### config.mk
export PLATFORM = sky130hd
export DESIGN_NAME = pc_unit
export DESIGN_NICKNAME = d
export VERILOG_FILES = /design/src/rtl/pc_unit.sv
export SDC_FILE = /design/constraint.sdc
export NUM_CORES = 1
export LEC_CHECK = 0
export BUFFER_PORTS_ARGS = -buffer_cell sky130_fd_sc_hd__buf_2
export CORE_UTILIZATION = 30
export CTS_BUF_LIST = sky130_fd_sc_hd__clkbuf_4 sky130_fd_sc_hd__clkbuf_8 sky130_fd_sc_hd__clkbuf_16
export DETAILED_ROUTE_END_ITERATION = 7
export PLACE_DENSITY = 0.59
export SETUP_SLACK_MARGIN = 0.3
export SYNTH_ARGS = -nofsm -noshare
export SYNTH_HDL_FRONTEND = slang
export SYNTH_SLANG_ARGS = --single-unit
### constraint.sdc
create_clock -name clk -period 4.3 [get_ports clk]
set_input_delay 0.43 -clock clk [delete_from_list [all_inputs] [get_ports clk]]
set_output_delay 0.43 -clock clk [all_outputs]
set_load 0.05 [all_outputs]
### src/rtl/pc_unit.sv
// pc_unit: program-counter unit for the 16-bit MIPS fetch stage.
//
// Holds the fetch address and selects the next one: sequential, PC-relative
// branch, absolute jump, call (jump + push link) or return (pop link). An
// internal return-address stack (RAS) provides the link values for returns.
//
// Ports:
//   clk         rising-edge clock
//   reset       asynchronous, active-low reset
//   stall       1 = hold PC, RAS contents and RAS count this cycle
//   pc_sel      000 seq, 001 branch, 010 jump, 011 call, 100 return, else seq
//   branch_off  signed branch offset in instructions
//   target      absolute jump/call target (low INC_LOG2 bits ignored)
//   err_clr     clears the sticky ras_err flag on the edge
//   pc_out      registered current PC
//   pc_plus     pc_out + 2^INC_LOG2, combinational
//   ras_full    RAS holds DEPTH entries
//   ras_empty   RAS holds no entries
//   ras_err     sticky RAS overflow/underflow flag
module pc_unit #(
    parameter int unsigned           WIDTH     = 16,
    parameter int unsigned           INC_LOG2  = 1,
    parameter logic [WIDTH-1:0]      RESET_VEC = '0,
    parameter int unsigned           DEPTH     = 4
) (
    input  logic             clk,
    input  logic             reset,
    input  logic             stall,
    input  logic [2:0]       pc_sel,
    input  logic [WIDTH-1:0] branch_off,
    input  logic [WIDTH-1:0] target,
    input  logic             err_clr,
    output logic [WIDTH-1:0] pc_out,
    output logic [WIDTH-1:0] pc_plus,
    output logic             ras_full,
    output logic             ras_empty,
    output logic             ras_err
);

    localparam int unsigned CW = $clog2(DEPTH + 1);
    localparam int unsigned IW = (DEPTH > 1) ? $clog2(DEPTH) : 1;

    localparam logic [WIDTH-1:0] INC        = WIDTH'(1) << INC_LOG2;
    localparam logic [WIDTH-1:0] ALIGN_MASK = ~(INC - WIDTH'(1));
    localparam logic [CW-1:0]    FULL_CNT   = CW'(DEPTH);

    typedef enum logic [2:0] {
        SEL_SEQ    = 3'b000,
        SEL_BRANCH = 3'b001,
        SEL_JUMP   = 3'b010,
        SEL_CALL   = 3'b011,
        SEL_RET    = 3'b100
    } pc_sel_e;

    // Force an address onto an instruction boundary.
    function automatic logic [WIDTH-1:0] align_addr(input logic [WIDTH-1:0] a);
        return a & ALIGN_MASK;
    endfunction

    // Scale a signed instruction offset to bytes; truncation to WIDTH gives
    // the same bits as sign-extend-then-shift under modulo arithmetic.
    function automatic logic signed [WIDTH-1:0] scale_off(input logic signed [WIDTH-1:0] o);
        return o <<< INC_LOG2;
    endfunction

    logic [WIDTH-1:0] ras [DEPTH];
    logic [CW-1:0]    count;

    logic [WIDTH-1:0]        pc_nxt;
    logic                    push;
    logic                    pop;
    logic                    err_set;
    logic signed [WIDTH-1:0] off_bytes;
    logic [IW-1:0]           push_idx;
    logic [IW-1:0]           top_idx;

    assign pc_plus   = pc_out + INC;
    assign ras_full  = (count == FULL_CNT);
    assign ras_empty = (count == '0);
    assign off_bytes = scale_off(branch_off);
    assign push_idx  = IW'(count);
    assign top_idx   = IW'(count - CW'(1));

    // Next-PC and RAS request decode
    always_comb begin
        pc_nxt  = pc_plus;
        push    = 1'b0;
        pop     = 1'b0;
        err_set = 1'b0;
        if (!stall) begin
            case (pc_sel)
                SEL_BRANCH: pc_nxt = pc_plus + off_bytes;
                SEL_JUMP:   pc_nxt = align_addr(target);
                SEL_CALL: begin
                    // Jump is taken even when the link cannot be saved.
                    pc_nxt = align_addr(target);
                    if (ras_full) err_set = 1'b1;
                    else          push    = 1'b1;
                end
                SEL_RET: begin
                    // Underflow falls through to sequential fetch.
                    if (ras_empty) begin
                        err_set = 1'b1;
                    end else begin
                        pop    = 1'b1;
                        pc_nxt = ras[top_idx];
                    end
                end
                default: pc_nxt = pc_plus;
            endcase
        end
    end

    // State update
    always_ff @(posedge clk or negedge reset) begin
        if (!reset) begin
            pc_out  <= RESET_VEC;
            count   <= '0;
            ras_err <= 1'b0;
            for (int i = 0; i < int'(DEPTH); i++) ras[i] <= '0;
        end else begin
            if (!stall) pc_out <= pc_nxt;
            if (push) begin
                ras[push_idx] <= pc_plus;
                count         <= count + CW'(1);
            end else if (pop) begin
                count <= count - CW'(1);
            end
            // A fresh error on the same edge beats the clear.
            if (err_set)      ras_err <= 1'b1;
            else if (err_clr) ras_err <= 1'b0;
        end
    end

endmodule
; Word level (Yosys, flattened, before mapping)
; Cells that the tools add are included.
[op_classes]
n_mux = 22
add_sub_neg = 4
n_reduce_logical = 5
eq_ne = 5
n_lt_le_gt_ge = 3
n_bitwise = 2
n_shift = 0
multipliers = 0
div_mod_pow = 0
[op_table]
columns = op, n
row1 = bitwise mux 64 bit, 1
row2 = two-way mux 16 bit, 4
row3 = one-hot mux 16 bit (3 select lines), 1
row4 = binary-select mux 16 bit (select 2 bit), 1
row5 = demux 16 bit (select 2 bit), 1
row6 = adder 16 bit, 1
row7 = "adder 16 x 2 -> 16 bit, second input constant", 1
row8 = two-way mux 1 bit, 11
row9 = "== test 3 x 2 -> 1 bit, second input constant", 2
row10 = "== test 3 bit, second input constant", 2
row11 = ">= comparator 3 bit, second input constant", 2
row12 = two-way mux 3 bit, 2
row13 = NOT 2 -> 3 bit, 2
row14 = nonzero test 2 bit, 2
row15 = "adder 3 x 1 -> 3 bit, second input constant", 1
row16 = "== test 3 x 1 -> 1 bit, second input constant", 1
row17 = logical NOT 3 bit, 1
row18 = "< comparator 3 x 1 -> 1 bit, second input constant", 1
row19 = "subtractor 3 x 1 -> 3 bit, second input constant", 1
row20 = one-hot mux 1 bit (2 select lines), 1
row21 = OR reduction 2 bit, 1
row22 = logical AND 1 bit, 1
[word_totals]
memories = 0
out_inout_bits = 35
romBits = 0
ram_bits = 0
regBits = 84
latchBits = 0

; Longest topological paths before layout
[depth]
word_depth = 7
depth_mapped = 12

; Worst setup path before layout
; OpenSTA, ideal clock, no wires.
[synth_timing]
kind = reg2reg
startpoint = register pc_out[1]
endpoint = register pc_out[15]
n_path_buf = 0
required_time_ns = 4.218
t_arrival_ns = 3.615
setup_time_ns = 0.082
setup_slack_ns = 0.603
stages_incl_launch_ff = 12
period_less_slack_ns = 3.697
cell_sequence = dfrtp_1 -> ha_1 -> nand3_1 -> xnor2_1 -> inv_1 -> ha_1 -> a21o_1 -> a221o_1 -> o2111ai_2 -> a211oi_1 -> or3_1 -> a31oi_1
[synth_via]
elab_chain_cells = 3
word_cells_on_any_way = 4
[synth_rtl]
columns = element, line
row1 = start: declaration, 33  ; output logic [WIDTH-1:0] pc_out,
row2 = start signal: assignment, 122  ; if (!stall) pc_out <= pc_nxt;
row3 = adder 16 x 2 -> 16 bit, 77  ; assign pc_plus = pc_out + INC;
row4 = net pc_plus[5], 34  ; output logic [WIDTH-1:0] pc_plus,
row5 = adder 16 bit, 92  ; SEL_BRANCH: pc_nxt = pc_plus + off_bytes;
row6 = one-hot mux 16 bit (3 select lines), 91  ; case (pc_sel)
; The timed path passes the listed nets, and every way through them passes these cells.
; A chain may end at the register's enable or synchronous reset.

; Worst setup path in the final report
[layout_timing]
startpoint = register pc_out[1]
endpoint = register pc_out[15]
[layout_via]
elab_chain_cells = 3
word_cells_on_any_way = 4
[layout_rtl]
columns = element, line
row1 = adder 16 x 2 -> 16 bit *, 77
row2 = adder 16 bit / two-way mux 16 bit (equally long branches), "92, 102"
row3 = one-hot mux 16 bit (3 select lines) *, 91
; Mark *: on every way between the ends. The rest lies on a longest branch, timed or not.

==> reports/metrics.sh <==
AREA.GROWTH.SYNTH_TO_FINAL_PCT=18.2
CTS_MAX_LEVEL=3
DP_SLACK_NS=0.710
SYNTH_CELLS=507
FINALSETUPVIOLATIONS=0
DIE_SPAN_Y_MICRONS=129
HOLD_PATH_CLASS='input pin to asynchronous set/reset pin'
CTSLONGESTPATHBUFFERS=2
SYNTH_ENABLE_FLOP_CELLS=0
R2R-START='pc_out[1]'
GRT_PASS1_WL_MM=21.2
GP_CONGESTION=0.842
R2R_SETUP_SLACK_NS=0.63
VIAS_PER_CELL=5.25
ALL_LAYER_GLOBAL_ROUTING_USAGE_PCT=16.8
FLOORPLAN.INITIALDENSITY_PCT=30.5
FINAL-HOLD-VIOLATION-COUNT=0
LAYOUT.CELLS.MOST_COMMON='dfrtp_1'
POWER.DENSITY_nW_PER_UM2=707
LAYOUT.CELLS.MOST_COMMON_LIST='84 x dfrtp_1, 82 x o21ai_0, 80 x nand2_1'
GRT_PASS1_VIAS=3965
ARRIVAL_NS=3.94
CLK_ROOT_BUFFER_CELL='clkbuf_16'
MIN_PERIOD_OVER_PERIOD_PCT=85.4
REPORT.FINAL.SLEW_VIOL_COUNT=0
DIE_W_MICRONS=129
WORSTREG2REGEND='pc_out[15]'
DESIGN.PORTCOUNT=74
RR_WORST_DEPTH=11
POST_SYNTH_NUM_CELL_TYPES=51
WORSTSKEWPAIRLATENCY_NS=0.34
DR.FIRST_ITER.DRC_COUNT=328
ROUTED-VIA-COUNT=4136
RSZ_0062_RAISED_AFTER_GLOBAL_ROUTING='false'
TOTAL_CONGESTION_OVERFLOW_AFTER_GLOBAL_ROUTING=0
FINAL_LAYOUT_SIZE_SUFFIX_GT1_SHARE_PCT=20.6
SLOWEST_DELAY_NS=0.51
PLACE.PORT_BUFFERS=71
FINALWORSTSETUPSLACK_NS=0.628
DIEAREA_SQ_UM=16600
CTS.REPORTEDPATHS.CLKPINSLEW_NS=0.07
POWER.LEAKAGE_uW=0.00257
SYN-NUM-NETS=568
RUN_STATUS='completed'
PATH_MAX_FANOUT=10
YS_SEQ_AREA_SHARE_PCT=43.5
LAYOUT_MIN_CYCLE_TIME_NS=3.67
POST-ROUTE-DRC-COUNT=0
SETUP.WORST_PATH.START_CLASS='register'
TRITONCTS='done'
FP-ROW-COUNT=46
CRITICAL-PATH-SLOWEST-CELL='dfrtp_1'
FLOORPLAN.CORE_AREA_SQ_UM=15800
CTS_MADE_BUFFERS=9
DRV_CAP=0
TIMING.FMAX_MHz=272
POSTSYNTHREGISTERBITS=84
POST-DP-HPWL_MM=9.14
POSTCTSSETUPBUFFERS=0
DETAIL_ROUTE.FIRST_PASS.ITERATIONS=5
WL_PER_CELL_MICRONS=16.9
YS_ASYNC_SR_FRACTION_PCT=100
CTS_RESIZED=0
HOLDWS_NS=0.279
WL_MM=13.3
HOLD_BUFFERS=0
SYNTHESIS.AREA_SQ_UM=4830
CRITPATHKIND='register to register'
YS.FLOP_TYPE='dfrtp_1'
FIN_SKEW_NS=0.00963
MAXIMUM_NUMBER_OF_PINS_ON_ONE_NET_BEFORE_GLOBAL_ROUTE_REPAIR=85
SYNTHESIS.AREA_PER_INSTANCE_SQ_UM=9.54
REQUIRED_NS=4.57
NETS=628
TIMING_WORST_SLEW_PIN_VALUE_NS=1.13
FIN_SETUP_TNS_NS=0
VDD.IR_DROP.WORST_V=0.000275
ANTENNA_FOUND_INITIAL=0
INSERTEDDIODECOUNT=0
ROUTE.ANTENNA.REMAINING_NETS=0
YOSYSWARNINGCOUNT=0
PATH_COMMON_CELL='ha_1'
CLOCK-SINKS=84
CRIT_PATH_END_KIND='register'
CRIT_PATH_CELL_TRACE='ha_1, nand3_1, xnor2_1, inv_1, ha_1, a21o_1, a221o_1, o2111ai_2, a211oi_1, or3_1, a31oi_1'
MAX-SLEW-MARGIN-REL_PCT=24.3
[layer usage]
layer	vias to the layer above	share of wire (%)	GRT usage (%)
met5	-	0	0
met4	0	1.7	6.44
met3	17	4.6	2.12
met2	128	48	27.5
met1	2038	46	22.6
li1	1953	-	-
[worst max-delay path: cells and delay by family, from the launching register on]
| family | cells | cell delay, ns |
|---|---|---|
| XOR/XNOR | 1 | 0.48 |
| flip-flops | 1 | 0.51 |
| AND/OR/NAND/NOR | 2 | 0.66 |
| adder cells (fa/ha/maj) | 2 | 0.61 |
| AO/OA/AOI/OAI | 5 | 1.19 |
| buffers and inverters | 1 | 0.14 |
[flip-flops by register name (all words and copies together) (netlist names)]
register and cells:
ras 64, ras_err 1, pc_out 16, count 3
[cell type report]
class                   instances  area [sq um]
clock buffers                   9           225
clock inverters                 7           103
fillers                      1588         10100
inverters                      27           101
multi-input cells             369          2520
flip-flops and latches         84          2100
well taps                     216           270
repair buffers                 76           395
[logic make-up (layout without fill, tap and decap cells)]
group	count (synthesis)	in the layout	share of synthesized area, %
mux	22	22	8.83
flops	84	84	43.5
compound gates	164	164	20.1
fa+ha+maj	22	22	5.85
xor+xnor	22	22	3.99
simple gates	139	139	13.4
buf+inv	54	119	4.40
[per-stage QoR]
stage                     utilization (%)  instance area [sq um]  total power [uW]  std cells
after CTS                            36.1                   5720              4070        788
after floorplan                         -                   4830              2720        507
after detailed placement             34.0                   5390              3200        772
final                                36.1                   5720              4040        788
after global placement               34.0                   5390              3150        772
after global routing                 36.1                   5720              4310        788
[synth_stat cells (2+ instances only)]
master / count / area (sq um)
a211oi_1: 5 / 37.5
a21o_1: 3 / 22.5
a21oi_1: 34 / 170
a221o_1: 2 / 20.0
a221oi_1: 12 / 105
a22oi_1: 2 / 15.0
a2bb2oi_1: 3 / 26.3
a31oi_1: 4 / 25.0
and2_1: 2 / 12.5
and3_1: 6 / 37.5
and4_1: 2 / 17.5
buf_2: 5 / 25.0
clkbuf_1: 20 / 75.1
dfrtp_1: 84 / 2100
ha_1: 21 / 263
inv_1: 27 / 101
mux2_2: 5 / 56.3
mux4_2: 16 / 360
nand2_1: 80 / 300
nand2b_1: 4 / 25.0
nand3_1: 7 / 35.0
nand4_1: 4 / 25.0
nor2_1: 15 / 56.3
nor2b_1: 4 / 25.0
nor3_1: 4 / 20.0
nor3b_1: 2 / 15.0
o21a_1: 3 / 22.5
o21ai_0: 82 / 410
o22ai_1: 3 / 18.8
o311ai_0: 2 / 17.5
or3_1: 2 / 12.5
or3b_2: 3 / 26.3
xnor2_1: 18 / 158
xor2_1: 4 / 35.0
[how the worst max path moves through the flow]
stage | startpoint | to
floorplan | pc_out[1] | pc_out[15]
global placement | pc_out[1] | pc_out[15]
detailed placement | pc_out[1] | pc_out[15]
CTS | pc_out[1] | pc_out[15]
global route | pc_out[1] | pc_out[13]
finish | pc_out[1] | pc_out[15]
[report_power, final]
part	total, uW	leakage [uW]	switching, uW	internal [uW]
clock network	854	0.000157	337	517
registers	1280	0.00108	199	1080
logic	1910	0.00134	1210	699
total	4040	0.00257	1750	2300
Note: power is estimated with default switching activity, not from simulation.
